===== config.mk =====
export PLATFORM = sky130hd
export DESIGN_NAME = ifetch_queue
export DESIGN_NICKNAME = d
export VERILOG_FILES = /design/src/rtl/ifetch_pkg.sv /design/src/rtl/ifq_fifo.sv /design/src/rtl/ifetch_queue.sv
export SDC_FILE = /design/constraint.sdc
export NUM_CORES = 1
export LEC_CHECK = 0
export BUFFER_PORTS_ARGS = -buffer_cell sky130_fd_sc_hd__buf_2
export CAP_MARGIN = 0
export CORE_ASPECT_RATIO = 1.5
export CORE_UTILIZATION = 35
export DETAILED_ROUTE_END_ITERATION = 10
export PLACE_DENSITY = 0.57
export REMOVE_ABC_BUFFERS = 1
export SYNTH_ARGS = -nofsm -noshare
export SYNTH_HDL_FRONTEND = slang
export SYNTH_SLANG_ARGS = --single-unit

===== constraint.sdc =====
create_clock -name sys_clk -period 5.01 [get_ports sys_clk]
set_input_delay 0.2505 -clock sys_clk [delete_from_list [all_inputs] [get_ports sys_clk]]
set_output_delay 0.2505 -clock sys_clk [all_outputs]
set_load 0.05 [all_outputs]

===== src/rtl/ifetch_pkg.sv =====
// rtl/ifetch_pkg.sv - shared types, constants and helpers for the instruction fetch queue
package ifetch_pkg;

    localparam int INS_W = 32;

    // Canonical no-op, optionally shown on ins_out while the queue head is empty
    localparam logic [INS_W-1:0] NOP_INS = 32'h0000_0013;

    // Idle head reads zero by default; set to 1'b1 to present NOP_INS instead
    localparam bit USE_NOP_IDLE = 1'b0;

    // Queue entry for the default 32-bit PC configuration
    typedef struct packed {
        logic [31:0]      pc;
        logic [INS_W-1:0] ins;
    } fetch_entry_t;

    // Ceiling log2 usable in constant expressions
    function automatic int clog2(input int n);
        int r;
        r = 0;
        for (int i = 0; i < 31; i++) begin
            if ((1 << i) < n) r = i + 1;
        end
        return r;
    endfunction

endpackage


===== src/rtl/ifq_fifo.sv =====
// rtl/ifq_fifo.sv - synchronous FIFO with flush, used as the fetch entry queue
module ifq_fifo
    import ifetch_pkg::*;
#(
    parameter int WIDTH = 64,
    parameter int DEPTH = 4
) (
    input  logic                     sys_clk,
    input  logic                     rst_n,
    input  logic                     push,
    input  logic                     pop,
    input  logic                     clear,
    input  logic [WIDTH-1:0]         din,
    output logic [WIDTH-1:0]         dout,
    output logic [clog2(DEPTH):0]    count,
    output logic                     empty,
    output logic                     full
);

    localparam int AW = clog2(DEPTH);
    localparam logic [AW:0] FULL_CNT = (AW+1)'(DEPTH);

    logic [WIDTH-1:0] mem [DEPTH];
    logic [AW-1:0]    wr_ptr;
    logic [AW-1:0]    rd_ptr;
    logic             do_push;
    logic             do_pop;

    assign empty   = (count == '0);
    assign full    = (count == FULL_CNT);
    assign do_pop  = pop & ~empty;
    assign do_push = push & (~full | do_pop);
    assign dout    = mem[rd_ptr];

    // Pointer and occupancy tracking; clear discards everything in one edge
    always_ff @(posedge sys_clk) begin
        if (!rst_n || clear) begin
            wr_ptr <= '0;
            rd_ptr <= '0;
            count  <= '0;
        end else begin
            if (do_push) wr_ptr <= wr_ptr + 1'b1;
            if (do_pop)  rd_ptr <= rd_ptr + 1'b1;
            case ({do_push, do_pop})
                2'b10:   count <= count + 1'b1;
                2'b01:   count <= count - 1'b1;
                default: count <= count;
            endcase
        end
    end

    // Storage write; contents need no reset because count gates visibility
    always_ff @(posedge sys_clk) begin
        if (rst_n && !clear && do_push) mem[wr_ptr] <= din;
    end

endmodule


===== src/rtl/ifetch_queue.sv =====
// rtl/ifetch_queue.sv - instruction fetch unit: ROM issue, credit control, redirect and halt
module ifetch_queue
    import ifetch_pkg::*;
#(
    parameter int                ADDR_W   = 32,
    parameter int                ROM_AW   = 14,
    parameter int                QDEPTH   = 4,
    parameter logic [ADDR_W-1:0] RESET_PC = '0,
    parameter logic [ADDR_W-1:0] HALT_PC  = 32'h1000
) (
    input  logic                     sys_clk,
    input  logic                     rst_n,
    input  logic                     do_jump,
    input  logic [ADDR_W-1:0]        jump_addr,
    input  logic                     out_ready,
    output logic [ROM_AW-1:0]        rom_addr,
    output logic                     rom_en,
    input  logic [INS_W-1:0]         rom_data,
    output logic                     out_valid,
    output logic [INS_W-1:0]         ins_out,
    output logic [ADDR_W-1:0]        pc_out,
    output logic [ADDR_W-1:0]        next_pc_out,
    output logic [clog2(QDEPTH):0]   q_count,
    output logic                     halted
);

    localparam int QW = clog2(QDEPTH);
    localparam int EW = ADDR_W + INS_W;
    localparam logic [QW:0] LAST_SLOT = (QW+1)'(QDEPTH - 1);

    logic [ADDR_W-1:0] fpc;
    logic              inflight;
    logic [ADDR_W-1:0] tag;
    logic [EW-1:0]     fifo_dout;
    logic              fifo_empty;
    logic              fifo_full;
    logic              has_credit;
    logic              at_halt;
    logic              push;
    logic              pop;
    logic [ADDR_W-1:0] head_pc;
    logic [INS_W-1:0]  head_ins;

    // A free slot must exist for the queued entries plus the word still on its way
    assign has_credit = ~fifo_full & ~(inflight & (q_count == LAST_SLOT));
    assign at_halt    = (fpc == HALT_PC);
    assign rom_en     = rst_n & ~do_jump & ~at_halt & has_credit;
    assign rom_addr   = fpc[ROM_AW+1:2];

    assign push = inflight & ~do_jump;
    assign pop  = out_valid & out_ready & ~do_jump;

    assign out_valid   = ~fifo_empty;
    assign head_pc     = fifo_dout[EW-1:INS_W];
    assign head_ins    = fifo_dout[INS_W-1:0];
    assign pc_out      = out_valid ? head_pc : '0;
    assign next_pc_out = out_valid ? head_pc + ADDR_W'(4) : '0;
    assign ins_out     = out_valid ? head_ins : (USE_NOP_IDLE ? NOP_INS : '0);
    assign halted      = rst_n & at_halt & fifo_empty & ~inflight;

    // Fetch PC and the single outstanding ROM read; redirect overrides sequential fetch
    always_ff @(posedge sys_clk) begin
        if (!rst_n) begin
            fpc      <= RESET_PC;
            inflight <= 1'b0;
            tag      <= '0;
        end else begin
            inflight <= rom_en;
            if (rom_en) tag <= fpc;
            if (do_jump) begin
                fpc <= jump_addr & ~ADDR_W'(3);
            end else if (rom_en) begin
                fpc <= fpc + ADDR_W'(4);
            end
        end
    end

    ifq_fifo #(
        .WIDTH (EW),
        .DEPTH (QDEPTH)
    ) u_fifo (
        .sys_clk (sys_clk),
        .rst_n   (rst_n),
        .push    (push),
        .pop     (pop),
        .clear   (do_jump),
        .din     ({tag, rom_data}),
        .dout    (fifo_dout),
        .count   (q_count),
        .empty   (fifo_empty),
        .full    (fifo_full)
    );

endmodule

==> results.txt <==
The gate count after technology mapping came out at 958. The level count of the clock H-tree came out at 1. The number of post-CTS setup repair buffers is 0. In the final routed layout, each cell accounts on average for roughly 18 um. The post-route clock period utilization is 77.7%. The cell area after synthesis came out at 0.0137 mm^2. The die footprint is approximately 0.04 mm^2. The placed instance count is ~1600. The final setup skew came out at ~0.0078 ns. In this run, the number of DRC markers left after iteration 0 of detailed routing was 458. The global route total overflow is 0. A synthesized cell averages 14.3 um^2.

Ranked by total cell area, the synthesized netlist is headed by sky130_fd_sc_hd__edfxtp_1 55%, sky130_fd_sc_hd__dfxtp_1 10%, sky130_fd_sc_hd__mux4_2 7.9%. The kind of end point of the critical path is an output port. The number of antenna violations at the first check in global routing came out at 0. The number of nets in the layout is 1251. The library cell used most frequently in the layout, excluding fill and tap cells, is sky130_fd_sc_hd__edfxtp_1.

The final routed DRC violation total is 0. The global-route usage over all layers came out at 15.6%. The tool flagged a number of max-cap violations equal to 0. The run finished with clean final reports.

Measured along the x axis, the die boundary spans between 150 and 200 um. Buffers inserted to repair hold after CTS numbered 60. Entering global routing, the biggest net connects between 60 and 70 pins. After synthesis, the largest area contributor takes up 54.5% of total cell area. The number of fill cells is 3526. The number of top-level pins is about 180. The wire length of the first global-routing pass came out at around 48000 um.

The number of setup violations in the final report came out at 0. In the final layout, the share of cells above drive strength 1 is between 20% and 30%. The class of the tightest hold or removal check is in2reg. The biggest area contributor in the post-synthesis netlist is sky130_fd_sc_hd__edfxtp_1. The critical setup path kind is reg2out.

The sequential share of power is 53.4%. Clock tree synthesis found a total of 318 sinks. Yosys mapped the design onto between 60 and 70 distinct sky130hd cell types.

The clock-pin slew reported for the worst setup and hold paths after clock tree synthesis came out at approximately 0.060 ns. Once the clock tree was built, the resizer swapped 0 gates to a different size. No sink is reached through more buffers than the 3 on the longest clock path. The part of the power in the clock network came out at between 40% and 50%. Synthesis inferred between 300 and 400 register bits. The arrival time of the worst setup path is between 3 and 4 ns. The number of detailed-route iterations in the first pass is 4. The maximum fanout along the worst path came out at 22. After detailed routing, the met2 layer carries around 17000 um of wire. The post-layout utilization of the core is around 43%. In this run the core area contains 88 standard-cell rows. From synthesis to final layout, the design area changed by 20.3%. The proportion of register bits with asynchronous set or reset after synthesis is 0%. For this configuration, the core starts out at a cell density of between 30% and 40%.

Of the synthesized area, sequential elements account for 64.8%. The number of antenna diodes in the final layout is 0. The leakage power summed over all cells is a little under 6 nW. For this design the ratio of total power to cell area is ~330 mW/mm^2. In the layout the commonest cells are 248 x sky130_fd_sc_hd__edfxtp_1, 177 x sky130_fd_sc_hd__buf_2, 99 x sky130_fd_sc_hd__nand2_1, 70 x sky130_fd_sc_hd__a21oi_1, 68 x sky130_fd_sc_hd__dfxtp_1. The count of nets left with antenna violations once routing finished came out at 0.

The floorplan step defined a core boundary enclosing roughly 0.038 mm^2. The HPWL reported at the end of detailed placement came out at a little under 20000 um. Setup repair after global routing left no endpoint under its margin. In the final layout, the multi-input gates occupy between 0.004 and 0.005 mm^2. Net switching is 21.9% of the power. The internal power contribution is 4.24 mW. The slack of the worst reg-to-reg path came out at 2.24 ns. The non-filler instance count after layout is approximately 1700. The number of pins with negative max-slew slack in the final report is 0. The switching power came out at between 1 and 1.5 mW.

The topmost layer with routed signal wires is met4. The startpoint type of the worst setup path is a flop. The routed design could run at a clock period as short as between 3 and 4 ns. Yosys mapped a number of flops with a built-in enable equal to between 200 and 250. Combinational logic is responsible for 5.2% of the overall power. The relative slew slack came out at ~32%. VDD sags by at most 0.209 mV.

The final weighted congestion of routability-driven global placement is just under 0.8. The vias per cell came out at about 5.0. The via count of the first global-routing pass came out at between 8000 and 9000.

The count of buffers added on input and output ports is 177. In this run the clock root is driven by a sky130_fd_sc_hd__clkbuf_16. The routed metal-1 wirelength is ~12000 um. For this block, the routed nets add up to between 30000 and 40000 um of wire. The area occupied by registers came out at between 0.008 and 0.009 mm^2. The clock insertion delay at the later pin of the skew report came out at 0.56 ns.

The hold slack is between 0.03 and 0.04 ns. The number of hold violations in the final report is 0. For this run, the number of Yosys warnings is 0. The detailed-routed wire length on met3 is approximately 960 um. The highest achievable clock rate came out at between 200 and 300 MHz. For the worst setup path, the data required time is around 4.8 ns. The transition time at the pin with the least slew margin is 1.02 ns. TritonCTS built the clock tree. The CTS buffer count is 31. The via count is approximately 8400. Among all flip-flop cells after synthesis, the most frequent one is sky130_fd_sc_hd__edfxtp_1. In this run the vertical extent of the chip is between 200 and 250 um.
[critical path, stage by stage, from the launching register on]
cell and delay, ns:
sky130_fd_sc_hd__dfxtp_4 0.55, sky130_fd_sc_hd__buf_4 0.46, sky130_fd_sc_hd__mux4_4 0.80, sky130_fd_sc_hd__nand3_1 0.20
sky130_fd_sc_hd__or2_1 0.27, sky130_fd_sc_hd__nor3_1 0.09, sky130_fd_sc_hd__xnor2_1 0.13, sky130_fd_sc_hd__nor2_1 0.24
sky130_fd_sc_hd__buf_2 0.33
[power groups by stage]
stage / sequential (mW) / combinational, mW / clock [mW]
after CTS: 2.90 / 0.288 / 2.30
after detailed placement: 2.95 / 0.251 / 0
after global routing: 2.90 / 0.309 / 2.39
after global placement: 2.95 / 0.248 / 0
final: 2.90 / 0.284 / 2.25
after floorplan: 2.97 / 0.129 / 0
[routing by layer]
metal	GRT usage, %	vias to the layer above
met2	30.1	167
met5	0	-
li1	-	4014
met3	1.50	35
met1	17.5	4190
met4	4.73	0
[Yosys cell counts, drive strengths merged, types with 4 or more instances]
cell type	n
nand3	24
mux4	60
o21ai	18
xnor2	10
mux2	4
nor3	14
nand2	99
a21oi	70
buf	37
nand4	16
xor2	21
and2	67
clkbuf	30
ha	8
inv	18
dfxtp	70
nor4	14
nor2	58
mux2i	5
o311ai	6
or3	9
a31oi	10
edfxtp	248
and3	5
[flip-flops by register name (all words and copies together), names as in the netlist, named ones only]
| name | count |
|---|---|
| tag | 30 |
| fpc | 30 |
| u_fifo.rd_ptr | 2 |
| u_fifo.mem | 248 |
| u_fifo.count | 3 |
| inflight | 1 |
| u_fifo.wr_ptr | 2 |
[worst paths after layout]
check                                             to  cells after the start                  from
worst max-delay path                 next_pc_out[17]                      8                  flop
worst min-delay path            fpc[29]$_SDFFE_PN0P_                      3         jump_addr[29]
worst max register to register  fpc[24]$_SDFFE_PN0P_                      9   fpc[2]$_SDFFE_PN0P_
worst min register to register  tag[18]$_SDFFE_PN0P_                      2  tag[18]$_SDFFE_PN0P_
[cell families after synthesis]
group	after synthesis	synth area share, %
AND/OR/NAND/NOR	321	12.4
flip-flops	318	64.8
AO/OA/AOI/OAI	122	5.21
buffers and inverters	87	3.80
multiplexers	69	10.9
XOR/XNOR	31	1.99
adder cells (fa/ha/maj)	9	0.880
other	1	0.0275
[final cells by class]
type	count	share of cell area, %
clock buffers	50	5.72
flip-flops and latches	318	53.9
inverters	18	0.411
well taps	495	3.77
multi-input cells	556	26.3
clock inverters	7	0.229
repair buffers	249	9.60
[stage by stage]
| stage | instance area [um^2] | total power, mW | setup WS, ns | TNS (ns) |
|---|---|---|---|---|
| 2_1_floorplan | 13200 | 3.10 | -0.385 | -1.41 |
| 3_3_place_gp | 14800 | 3.20 | 1.61 | 0 |
| 6_report | 16400 | 5.43 | 1.12 | 0 |
| 3_5_place_dp | 14800 | 3.21 | 1.60 | 0 |
| 4_1_cts | 16400 | 5.49 | 0.983 | 0 |
| 5_1_grt | 16400 | 5.60 | 0.899 | 0 |
Note: power is estimated with default switching activity, not from simulation.
